[src/rtl/axil_reg_slave.sv]
// rtl/axil_reg_slave.sv - AXI4-Lite register bank with parallel register outputs and per-register write pulses
// Optional feature: define AXIL_REG_WSTRB_EN to honour wstrb byte lanes on register writes.
module axil_reg_slave #(
    parameter int                ADDR_W    = 32,
    parameter int                DATA_W    = 32,
    parameter int                NUM_REGS  = 16,
    parameter logic [ADDR_W-1:0] BASE_ADDR = '0
) (
    input  logic                         clk,
    input  logic                         reset,
    input  logic [ADDR_W-1:0]            awaddr,
    input  logic                         awvalid,
    output logic                         awready,
    input  logic [DATA_W-1:0]            wdata,
    input  logic [DATA_W/8-1:0]          wstrb,
    input  logic                         wvalid,
    output logic                         wready,
    output logic [1:0]                   bresp,
    output logic                         bvalid,
    input  logic                         bready,
    input  logic [ADDR_W-1:0]            araddr,
    input  logic                         arvalid,
    output logic                         arready,
    output logic [DATA_W-1:0]            rdata,
    output logic [1:0]                   rresp,
    output logic                         rvalid,
    input  logic                         rready,
    output logic [NUM_REGS*DATA_W-1:0]   reg_q,
    output logic [NUM_REGS-1:0]          reg_wr_pulse
);
    localparam int STRB_W = DATA_W / 8;
    localparam int LSB    = $clog2(STRB_W);
    localparam int IDX_W  = $clog2(NUM_REGS);

    localparam logic [0:0] W_IDLE = 1'b0;
    localparam logic [0:0] W_RESP = 1'b1;
    localparam logic [0:0] R_IDLE = 1'b0;
    localparam logic [0:0] R_RESP = 1'b1;

    localparam logic [1:0] RESP_OKAY   = 2'b00;
    localparam logic [1:0] RESP_SLVERR = 2'b10;

    logic [DATA_W-1:0]   regs_q [NUM_REGS];
    logic [NUM_REGS-1:0] wr_pulse_q;

    logic [0:0]          wstate_q;
    logic                aw_held_q;
    logic                w_held_q;
    logic [ADDR_W-1:0]   awaddr_q;
    logic [DATA_W-1:0]   wdata_q;
    logic [STRB_W-1:0]   wstrb_q;
    logic [1:0]          bresp_q;

    logic [0:0]          rstate_q;
    logic [DATA_W-1:0]   rdata_q;
    logic [1:0]          rresp_q;

    logic                aw_hs;
    logic                w_hs;
    logic                ar_hs;
    logic                wr_commit;
    logic [ADDR_W-1:0]   wr_addr;
    logic [DATA_W-1:0]   wr_data;
    logic [STRB_W-1:0]   wr_strb;
    logic [ADDR_W-1:0]   wr_off;
    logic                wr_hit;
    logic [IDX_W-1:0]    wr_idx;
    logic [DATA_W-1:0]   wr_word;
    logic [ADDR_W-1:0]   rd_off;
    logic                rd_hit;
    logic [IDX_W-1:0]    rd_idx;
    logic                unused_bits;

    assign awready      = (wstate_q == W_IDLE) && !aw_held_q;
    assign wready       = (wstate_q == W_IDLE) && !w_held_q;
    assign bvalid       = (wstate_q == W_RESP);
    assign bresp        = bresp_q;
    assign arready      = (rstate_q == R_IDLE);
    assign rvalid       = (rstate_q == R_RESP);
    assign rdata        = rdata_q;
    assign rresp        = rresp_q;
    assign reg_wr_pulse = wr_pulse_q;

    assign aw_hs = awvalid && awready;
    assign w_hs  = wvalid && wready;
    assign ar_hs = arvalid && arready;

    // A channel that has not been captured yet is taken straight from the bus,
    // so AW and W arriving together commit on the very edge they handshake.
    assign wr_addr   = aw_held_q ? awaddr_q : awaddr;
    assign wr_data   = w_held_q  ? wdata_q  : wdata;
    assign wr_strb   = w_held_q  ? wstrb_q  : wstrb;
    assign wr_commit = (wstate_q == W_IDLE) && (aw_held_q || aw_hs) && (w_held_q || w_hs);

    assign wr_off = wr_addr - BASE_ADDR;
    assign wr_hit = (wr_addr >= BASE_ADDR) && (wr_off[ADDR_W-1:LSB+IDX_W] == '0);
    assign wr_idx = wr_off[LSB +: IDX_W];

    assign rd_off = araddr - BASE_ADDR;
    assign rd_hit = (araddr >= BASE_ADDR) && (rd_off[ADDR_W-1:LSB+IDX_W] == '0);
    assign rd_idx = rd_off[LSB +: IDX_W];

`ifdef AXIL_REG_WSTRB_EN
    assign unused_bits = ^{wr_off[LSB-1:0], rd_off[LSB-1:0]};
`else
    assign unused_bits = ^{wr_off[LSB-1:0], rd_off[LSB-1:0], wr_strb};
`endif

    always_comb begin
        wr_word = regs_q[wr_idx];
`ifdef AXIL_REG_WSTRB_EN
        for (int b = 0; b < STRB_W; b++) begin
            if (wr_strb[b]) begin
                wr_word[b*8 +: 8] = wr_data[b*8 +: 8];
            end
        end
`else
        wr_word = wr_data;
`endif
    end

    always_ff @(posedge clk) begin
        if (reset) begin
            wstate_q   <= W_IDLE;
            aw_held_q  <= 1'b0;
            w_held_q   <= 1'b0;
            awaddr_q   <= '0;
            wdata_q    <= '0;
            wstrb_q    <= '0;
            bresp_q    <= RESP_OKAY;
            wr_pulse_q <= '0;
            for (int i = 0; i < NUM_REGS; i++) begin
                regs_q[i] <= '0;
            end
        end else begin
            wr_pulse_q <= '0;
            case (wstate_q)
                W_IDLE: begin
                    if (aw_hs) begin
                        aw_held_q <= 1'b1;
                        awaddr_q  <= awaddr;
                    end
                    if (w_hs) begin
                        w_held_q <= 1'b1;
                        wdata_q  <= wdata;
                        wstrb_q  <= wstrb;
                    end
                    if (wr_commit) begin
                        aw_held_q <= 1'b0;
                        w_held_q  <= 1'b0;
                        wstate_q  <= W_RESP;
                        if (wr_hit) begin
                            regs_q[wr_idx]     <= wr_word;
                            wr_pulse_q[wr_idx] <= 1'b1;
                            bresp_q            <= RESP_OKAY;
                        end else begin
                            bresp_q <= RESP_SLVERR;
                        end
                    end
                end
                default: begin
                    if (bready) begin
                        wstate_q <= W_IDLE;
                    end
                end
            endcase
        end
    end

    // regs_q is read here before the write block's non-blocking update lands,
    // so a same-edge read of the written register returns the old value.
    always_ff @(posedge clk) begin
        if (reset) begin
            rstate_q <= R_IDLE;
            rdata_q  <= '0;
            rresp_q  <= RESP_OKAY;
        end else begin
            case (rstate_q)
                R_IDLE: begin
                    if (ar_hs) begin
                        rstate_q <= R_RESP;
                        if (rd_hit) begin
                            rdata_q <= regs_q[rd_idx];
                            rresp_q <= RESP_OKAY;
                        end else begin
                            rdata_q <= '0;
                            rresp_q <= RESP_SLVERR;
                        end
                    end
                end
                default: begin
                    if (rready) begin
                        rstate_q <= R_IDLE;
                    end
                end
            endcase
        end
    end

    for (genvar g = 0; g < NUM_REGS; g++) begin : g_flat
        assign reg_q[g*DATA_W +: DATA_W] = regs_q[g];
    end

endmodule
[config.mk]
export PLATFORM = sky130hd
export DESIGN_NAME = axil_reg_slave
export DESIGN_NICKNAME = d
export VERILOG_FILES = /design/src/rtl/axil_reg_slave.sv
export SDC_FILE = /design/constraint.sdc
export NUM_CORES = 1
export LEC_CHECK = 0
export BUFFER_PORTS_ARGS = -buffer_cell sky130_fd_sc_hd__buf_2
export CORE_UTILIZATION = 30
export DETAILED_ROUTE_END_ITERATION = 7
export GPL_TIMING_DRIVEN = 0
export PLACE_DENSITY = 0.53
export SYNTH_ARGS = -nofsm -noshare
export SYNTH_HDL_FRONTEND = slang
export SYNTH_SLANG_ARGS = --single-unit
export TNS_END_PERCENT = 50
[constraint.sdc]
create_clock -name clk -period 5.48 [get_ports clk]
set_clock_uncertainty 0.15 [all_clocks]
set_input_delay 1.644 -clock clk [delete_from_list [all_inputs] [get_ports clk]]
set_output_delay 1.644 -clock clk [all_outputs]
set_load 0.02 [all_outputs]
After elaboration in Yosys (flattened, before gate mapping)
Memory sizes are Yosys's and may differ from the RTL's.
Index checks and enable logic that the tools add are counted.
{ "totals": {"reg_bits": 120, "ramBits": 512, "input_bits": 107, "output_inout_bits": 569, "elab_cells": 72, "mem_count": 1} }
{ "classes": {"order_cmp": 4, "mux": 27, "n_bitwise": 4, "reduce_logical": 26} }
{ "memory_table": {"columns": ["name", "depth", "word_bits", "read_ports", "rd_clocked_by_memory_dff", "wr", "line_no", "source"], "rows": [
  ["regs_q", 16, 32, 17, 0, 16, "43", "logic [DATA_W-1:0] regs_q [NUM_REGS];"]
]} }
{ "op_table": {"columns": ["op", "count"], "rows": [
  ["$mux 32", 4],
  ["$ge 32x1->1 const B", 2],
  ["$logic_not 26->1", 2],
  ["$reduce_or 32->1", 1],
  ["$mux 1", 19],
  ["$reduce_and 2->1", 6],
  ["$logic_and 1x1->1", 10],
  ["$lt 4x5->1 const B", 1],
  ["$demux 1 s4", 1],
  ["$ge 4x1->1 const B", 1],
  ["$mux 2", 2],
  ["$mux 4", 1],
  ["$not 1->1", 4],
  ["$reduce_bool 2->1", 2],
  ["$reduce_or 4->1", 1],
  ["$logic_not 1->1", 2],
  ["$logic_or 1x1->1", 2]
]} }

Longest topological paths before layout
Gate-level depths: netlist (run 1).
{ "logic_depth": {"ltp_word": 12, "mapped_depth": 8, "mapped_depth_nobuf": 4} }

Worst setup path after synthesis (run 1)
Ideal clock, no wire load.
{ "synth_path": {"path_type": "in2reg", "startpoint": "input awaddr[9]", "endpoint": "memory regs_q[0][0], enable pin", "setup_time_ns": 0.470, "t_arrival_ns": 5.141, "required_ns": 4.860, "slack_ns": -0.281, "cell_stages": 6, "path_buffers": 2, "cell_sequence": "nor4_1 -> nand4_1 -> mux2_2 -> buf_2 -> clkbuf_1 -> o31ai_1"} }
{ "synth_lines": {"columns": ["element", "line_no", "source"], "rows": [
  ["start, declared", "11", "input logic [ADDR_W-1:0] awaddr,"],
  ["end, declared", "43", null]
]} }

==> out/qor.log, run 1 <==
qor: layout.fillers 9530
qor: clock_network.max-clock-path-buffers 3
qor: timing.hold_viol 0
qor: layout.post_route_cells_drive_above_1_share 35.5%
qor: global_route.initial_antenna_violation_count 9
qor: global_route.gr-usage-all-layers 32.7%
qor: clock_network.cts.sinks 628
qor: synthesis.synth.largest_area_cell edfxtp_1
qor: floorplanning.initial_utilization 30.3%
qor: synthesis.synthesis.instances 2417
qor: worst_setup_path.worstSetupEndpointType flop
qor: floorplanning.std_cell_rows 114
qor: clock_network.post-cts-setup-buffer-count 0
qor: placed_design.place_congestion 0.926
qor: job.maxCapViolCount 0
qor: clock_network.cts-resized-gates 0
qor: drt.avgViaCountPerCell 5.88
qor: worst_setup_path.critPathRequiredTime 5.66 ns
qor: synthesis.synth_most_common_cell edfxtp_1
qor: floorplanning.core_area 96700 sq um
qor: synthesis.synth.yosys.seq_area_share 60.5%
qor: global_route.vias_in_the_first_global_route 25300
qor: clock_network.clkTransAtPathRegs 0.06 ns
qor: timing.timing.final.crit_share 84.4%
qor: synthesis.post_synth_most_frequent_cells edfxtp_1, nor3_1, nand2_1
qor: timing.fin_crit 4.63 ns
qor: synthesis.postSynthRegisterBits 628
qor: layout.post_layout_nets 3304
qor: synthesis.syn_area_per_cell 12.1 sq um
qor: synthesis.synth_area_leaders edfxtp_1, dfxtp_1, nor3_1
qor: worst_setup_path.crit_type input pin to flop
qor: floorplanning.dieWidth 314 um
qor: layout.final_cell_count_no_fill 4538
qor: clock_network.cts_max_level 3
qor: placed_design.detailed_place.area 35200 sq um
qor: floorplanning.die_h 314 um
qor: clock_network.cts_tree done
qor: synthesis.synthesized_cell_area 29300 sq um
qor: layout.area.growth.synth_to_final 28.6%
qor: drt.total_via_count_in_the_routed_design 26700
qor: synthesis.edff_count_synth 512
qor: worst_setup_path.cp_data_arrival_time 4.80 ns
qor: synthesis.asyncSetResetFlopFracSynth 0%
qor: timing.timing_worst_slew_pin_value 1.43 ns
qor: placed_design.dp.final_hpwl 128000 um
qor: synthesis.yosysUniqueCellTypes 48
qor: drt.antenna_left 0
qor: drt.starting_drc_count_in_detailed_routing 3672
qor: synthesis.synth_top_flop_cell edfxtp_1
qor: drt.drt-pass1-iter-count 6
qor: power_and_ir_drop.cellPowerDensity 323 nW/um^2
qor: synthesis.synth.top_cell.area_share 52.5%
qor: global_route.grt_max_degree 15
qor: floorplanning.ios 676
qor: clock_network.worst_skew_pair.late_latency 0.63 ns
qor: layout.postLayoutCellArea 37600 sq um
qor: placed_design.placed_cells_incl_taps 4396
qor: clock_network.cts-hold-fix-buffers 0
qor: synthesis.synth_warnings 0
qor: timing.setup_repair_after_global_routing_missed_its_margin false
qor: drt.drc 0
qor: drt.postRouteWirelength 167000 um
qor: floorplanning.die_footprint 98800 sq um
qor: clock_network.clock-root-buffer clkbuf_16
qor: power_and_ir_drop.max-vdd-ir-drop 0.000241 V
qor: global_route.first_pass_grt_wire_length 219000 um
qor: timing.relSlewSlack 4.90%
qor: power_and_ir_drop.leakagePower 13.7 nW
qor: hold_path.min-delay-path-class flop to flop
qor: clock_network.cts-buffers-inserted 75
qor: drt.post_drt_wl_per_cell 36.8 um
qor: outcome.run_status finished, final reports clean
qor: placed_design.port-buffer-count 662
qor: power_and_ir_drop.report.power.total 12.2 mW
qor: timing.finalSetupViolCount 0
qor: timing.fmax 216 MHz
qor: worst_setup_path.crit_path_max_fanout 13
qor: timing.finalMaxSlewViolations 0
qor: global_route.grt_remaining_overflow 0
qor: worst_setup_path.critical_path.startpoint_type input pin
==> metrics by stage <==
step / TNS, ns / setup WS [ns] / hold WS, ns / util [%]
final: 0 / 0.855 / 0.302 / 38.9
after global routing: 0 / 0.771 / 0.319 / 38.9
after floorplan: -134.81 / -0.281 / 0.283 / -
after CTS: 0 / 0.935 / 0.304 / 38.9
after detailed placement: 0 / 0.263 / 0.295 / 36.4
after global placement: -2239.09 / -5.43 / 0.285 / 35.3
==> layout make-up <==
| class | instances | area [sq um] | area share (%) |
|---|---|---|---|
| Antenna cell | 5 | 12.5 | 0.0332 |
| Buffer | 264 | 1250 | 3.32 |
| Clock buffer | 107 | 2150 | 5.71 |
| Clock inverter | 30 | 307 | 0.814 |
| Inverter | 5 | 18.8 | 0.0499 |
| Multi-Input combinational cell | 1521 | 10500 | 27.9 |
| Sequential cell | 628 | 17700 | 47.0 |
| Tap cell | 1276 | 1600 | 4.24 |
| Timing Repair Buffer | 702 | 4090 | 10.9 |
==> critical path, stage by stage <==
cell and delay [ns]:
buf_2 0.11, nor4_1 0.26, and3_1 0.23, buf_2 0.18
o211ai_1 0.48, buf_2 0.50, o31ai_4 0.90, buf_16 0.24
buf_8 0.21
==> placed cells by master, fill, tap and decap left out, types with 34 or more instances in the layout <==
| cell type | count |
|---|---|
| clkbuf_1 | 143 |
| nor3_2 | 40 |
| mux2_2 | 96 |
| mux4_2 | 66 |
| mux2i_1 | 64 |
| o21ai_0 | 66 |
| nor4_1 | 113 |
| clkbuf_16 | 78 |
| buf_2 | 746 |
| a21oi_1 | 95 |
| nand2_1 | 354 |
| nand3_1 | 34 |
| a22oi_1 | 62 |
| edfxtp_1 | 512 |
| nor3_1 | 364 |
| dfxtp_1 | 116 |
==> sequential cells by signal, indices dropped and copies added, names as in the netlist, 16 cells and up <==
register	cells
awaddr_q	30
wdata_q	32
regs_q	512
reg_wr_pulse	16
rdata	32
==> power by group <==
group          total [mW]  switching, mW  internal, mW
combinational        1.58           1.14         0.443
sequential           5.46          0.146          5.31
clock                5.13           2.15          2.98
total                12.2           3.44          8.73
==> final timing paths <==
check	startpoint	end	slack, ns	cells after the start
setup / recovery	awaddr[31]	regs_q[5][8]	0.85	9
hold / removal	wdata_q[12]	wdata_q[12]	0.30	2
setup reg to reg	w_held_q	regs_q[5][8]	1.49	8
hold reg to reg	wdata_q[12]	wdata_q[12]	0.30	2
==> metal layers <==
| layer | global-route usage [%] | share of wire (%) | wire, um | up-vias |
|---|---|---|---|---|
| met5 | 0 | 0.085 | 142 | - |
| met4 | 14.6 | 5.3 | 8860 | 6 |
| met3 | 11.9 | 13 | 21100 | 461 |
| met2 | 51.3 | 45 | 75700 | 2041 |
| met1 | 40.2 | 37 | 61200 | 13300 |
| li1 | - | - | - | 10900 |
==> cells by family (layout without fill, tap and decap cells) <==
group | after synthesis | in the layout | synth area share, %
simple gates | 979 | 979 | 17.2
flops | 628 | 628 | 60.5
compound gates | 314 | 314 | 7.05
buf+inv | 269 | 1108 | 4.34
mux | 226 | 226 | 11.0
other cells | 1 | 7 | 0.0128
(Power assumes the default switching activity.)
==> run 2: changes to the inputs <==
==> constraint.sdc (replaced) <==
create_clock -name clk -period 4 [get_ports clk]
set_clock_uncertainty 0.15 [all_clocks]
set_input_delay 1.2 -clock clk [delete_from_list [all_inputs] [get_ports clk]]
set_output_delay 1.2 -clock clk [all_outputs]
set_load 0.02 [all_outputs]
==> run 2 against run 1 <==
Flip-flop and latch count unchanged. Sequential power up 37%. Core utilization up 0.25 points. Worst setup slack worse by 0.75 ns. Worst hold slack is essentially flat. Highest routed layer unchanged.
==> out/qor.log, run 2 (synthesis gave the netlist of run 1 again) <==
qor: drt.starting_drc_count_in_detailed_routing 4053 [was 3672]
qor: placed_design.place_worst_setup_slack -0.844 ns [was 0.263 ns]
qor: worst_setup_path.critical_path_cell_sequence buf_2 -> nor4_1 -> nand4_1 -> mux2_2 -> buf_2 -> clkbuf_2 -> o31ai_4 -> buf_8 -> buf_8 [was buf_2 -> nor4_1 -> and3_1 -> buf_2 -> o211ai_1 -> buf_2 -> o31ai_4 -> buf_16 -> buf_8]
qor: job.maxCapViolCount 0 [unchanged]
qor: clock_network.cts-buffers-inserted 74 [was 75]
qor: drt.drt-pass1-iter-count 6 [unchanged]
qor: placed_design.placed_cells_incl_taps 4396 [unchanged]
qor: worst_setup_path.critical_path.slowest_cell o31ai_4 [unchanged]
qor: worst_setup_path.cp_data_arrival_time 4.07 ns [was 4.80 ns]
qor: global_route.initial_antenna_violation_count 26 [was 9]
qor: floorplanning.die_footprint 98800 sq um [unchanged]
qor: placed_design.place_congestion 0.914 [was 0.926]
qor: drt.postRouteWirelength 166000 um [was 167000 um]
qor: global_route.vias_in_the_first_global_route 25400 [was 25300]
qor: drt.post_drt_wl_per_cell 36.4 um [was 36.8 um]
qor: floorplanning.core_area 96700 sq um [unchanged]
qor: layout.largest_reg_flops 512 [unchanged]
qor: clock_network.clock-root-buffer clkbuf_16 [unchanged]
qor: layout.fillers 9576 [was 9530]
qor: clock_network.worst_skew_pair.late_latency 0.65 ns [was 0.63 ns]
qor: floorplanning.ios 676 [unchanged]
qor: timing.setup_repair_after_global_routing_missed_its_margin false [unchanged]
qor: worst_setup_path.critical_path.startpoint_type input pin [unchanged]
qor: power_and_ir_drop.max-vdd-ir-drop 0.000281 V [was 0.000241 V]
qor: timing.fin_crit 3.89 ns
qor: timing.final_critical_path_setup_slack 0.106 ns [was 0.855 ns]
qor: layout.post_layout_nets 3317 [was 3304]
qor: clock_network.clkTransAtPathRegs 0.06 ns [about the same]
qor: clock_network.cts_tree done [unchanged]
qor: drt.total_via_count_in_the_routed_design 26900 [was 26700]
qor: power_and_ir_drop.leakagePower 13.9 nW [was 13.7 nW]
qor: floorplanning.initial_utilization 30.3% [unchanged]
qor: layout.final_cell_count_no_fill 4565 [was 4538]
qor: worst_setup_path.timing.reg2reg.setup_slack 0.36 ns [was 1.49 ns]
qor: layout.area.growth.synth_to_final 29.5% [was 28.6%]
qor: timing.tns 0 ns [unchanged]
qor: global_route.gr-usage-all-layers 32.6% [was 32.7%]
qor: clock_network.cts.sinks 628 [unchanged]
qor: global_route.first_pass_grt_wire_length 217000 um [was 219000 um]
qor: layout.largest_register regs_q [unchanged]
qor: layout.post_route_cells_drive_above_1_share 35.9% [was 35.5%]
qor: timing.finalMaxSlewViolations 0 [unchanged]
qor: outcome.run_status finished, final reports clean [unchanged]
qor: drt.antenna_left 0 [unchanged]
qor: worst_setup_path.worstSetupEndpointType flop [unchanged]
qor: worst_setup_path.crit_path_max_fanout 13 [unchanged]
qor: timing.finalSetupViolCount 0 [unchanged]
qor: timing.relSlewSlack 2.14% [was 4.90%]
qor: floorplanning.std_cell_rows 114 [unchanged]
qor: worst_setup_path.crit_type input pin to flop [unchanged]
qor: global_route.grt_max_degree 16 [was 15]
qor: timing.fmax 257 MHz
qor: timing.timing_worst_slew_pin_value 1.47 ns [was 1.43 ns]
qor: drt.drc 0 [unchanged]
qor: global_route.grt_remaining_overflow 0 [unchanged]
qor: floorplanning.dieWidth 314 um [unchanged]
qor: drt.avgViaCountPerCell 5.89 [was 5.88]
qor: floorplanning.die_h 314 um [unchanged]
qor: layout.final_common_cell buf_2 [unchanged]
qor: worst_setup_path.critPathRequiredTime 4.18 ns [was 5.66 ns]
qor: placed_design.dp.final_hpwl 128000 um [about the same]
qor: layout.layout.cells.most_common_list buf_2, edfxtp_1, nor3_1 [unchanged]
qor: layout.multi_input_area 10500 sq um [unchanged]
qor: worst_setup_path.critical_path.max_stage_delay 0.73 ns [was 0.90 ns]
qor: timing.timing.final.crit_share 97.4%
qor: clock_network.cts-hold-fix-buffers 0 [unchanged]
qor: clock_network.max-clock-path-buffers 3 [unchanged]
qor: timing.hold_viol 0 [unchanged]
qor: clock_network.cts_max_level 3 [unchanged]
qor: power_and_ir_drop.cellPowerDensity 443 nW/um^2 [was 323 nW/um^2]
qor: layout.seqCellArea 17700 sq um [unchanged]
qor: hold_path.min-delay-path-class flop to flop [unchanged]
qor: placed_design.port-buffer-count 662 [unchanged]
-- run 2: worst max-delay path, delay by kind of cell --
kind            cells  cell delay (ns)
buf+inv             5             1.23
simple gates        2             0.46
compound gates      1             0.73
mux                 1             0.40
-- run 2: layout make-up --
type                            count  area share, %
Antenna cell                       17          0.112
Multi-Input combinational cell   1521           27.8
Inverter                            5         0.0495
Buffer                            264           3.31
Clock inverter                     26          0.796
Timing Repair Buffer              716           11.1
Sequential cell                   628           46.7
Tap cell                         1276           4.21
Clock buffer                      112           5.90
-- run 2: power by group --
| group | internal (mW) | switching [mW] |
|---|---|---|
| clock | 4.21 | 2.96 |
| combinational | 0.617 | 1.52 |
| sequential | 7.28 | 0.216 |
-- run 2: path summary, 6_finish.rpt --
| kind | startpoint | endpoint | cells past startpoint |
|---|---|---|---|
| worst max register to register | aw_held_q | regs_q[12][15] | 9 |
| worst min register to register | wdata_q[4] | wdata_q[4] | 2 |
| worst min-delay path | wdata_q[4] | wdata_q[4] | 2 |
| worst max-delay path | awaddr[14] | regs_q[3][13] | 9 |
-- run 2: repair_timing --
| action | in CTS | in global routing |
|---|---|---|
| pin swaps | 6 | 1 |
| buffers inserted | 13 | 1 |
| setup endpoints to repair | 138 | 16 |
| resized for setup | 2 | 0 |
-- run 2: per-stage QoR --
| step | total power, mW | hold slack (ns) | area (sq um) | utilization (%) |
|---|---|---|---|---|
| floorplan | 8.61 | 0.283 | 29300 | - |
| global placement | 9.61 | 0.288 | 34300 | 35.4 |
| detailed placement | 9.69 | 0.295 | 35100 | 36.3 |
| CTS | 16.8 | 0.304 | 37800 | 39.1 |
| global route | 17.1 | 0.327 | 37900 | 39.1 |
| finish | 16.8 | 0.302 | 37900 | 39.2 |
-- run 2: metal layers --
metal | GRT usage (%) | wire length [um] | vias to the layer above | part of all wire, %
met1 | 39.8 | 60700 | 13400 | 36
li1 | - | - | 10900 | -
met5 | 0 | 98 | - | 0.059
met3 | 10.8 | 20700 | 432 | 12
met2 | 52.4 | 77200 | 2134 | 46
met4 | 14.1 | 7740 | 14 | 4.7
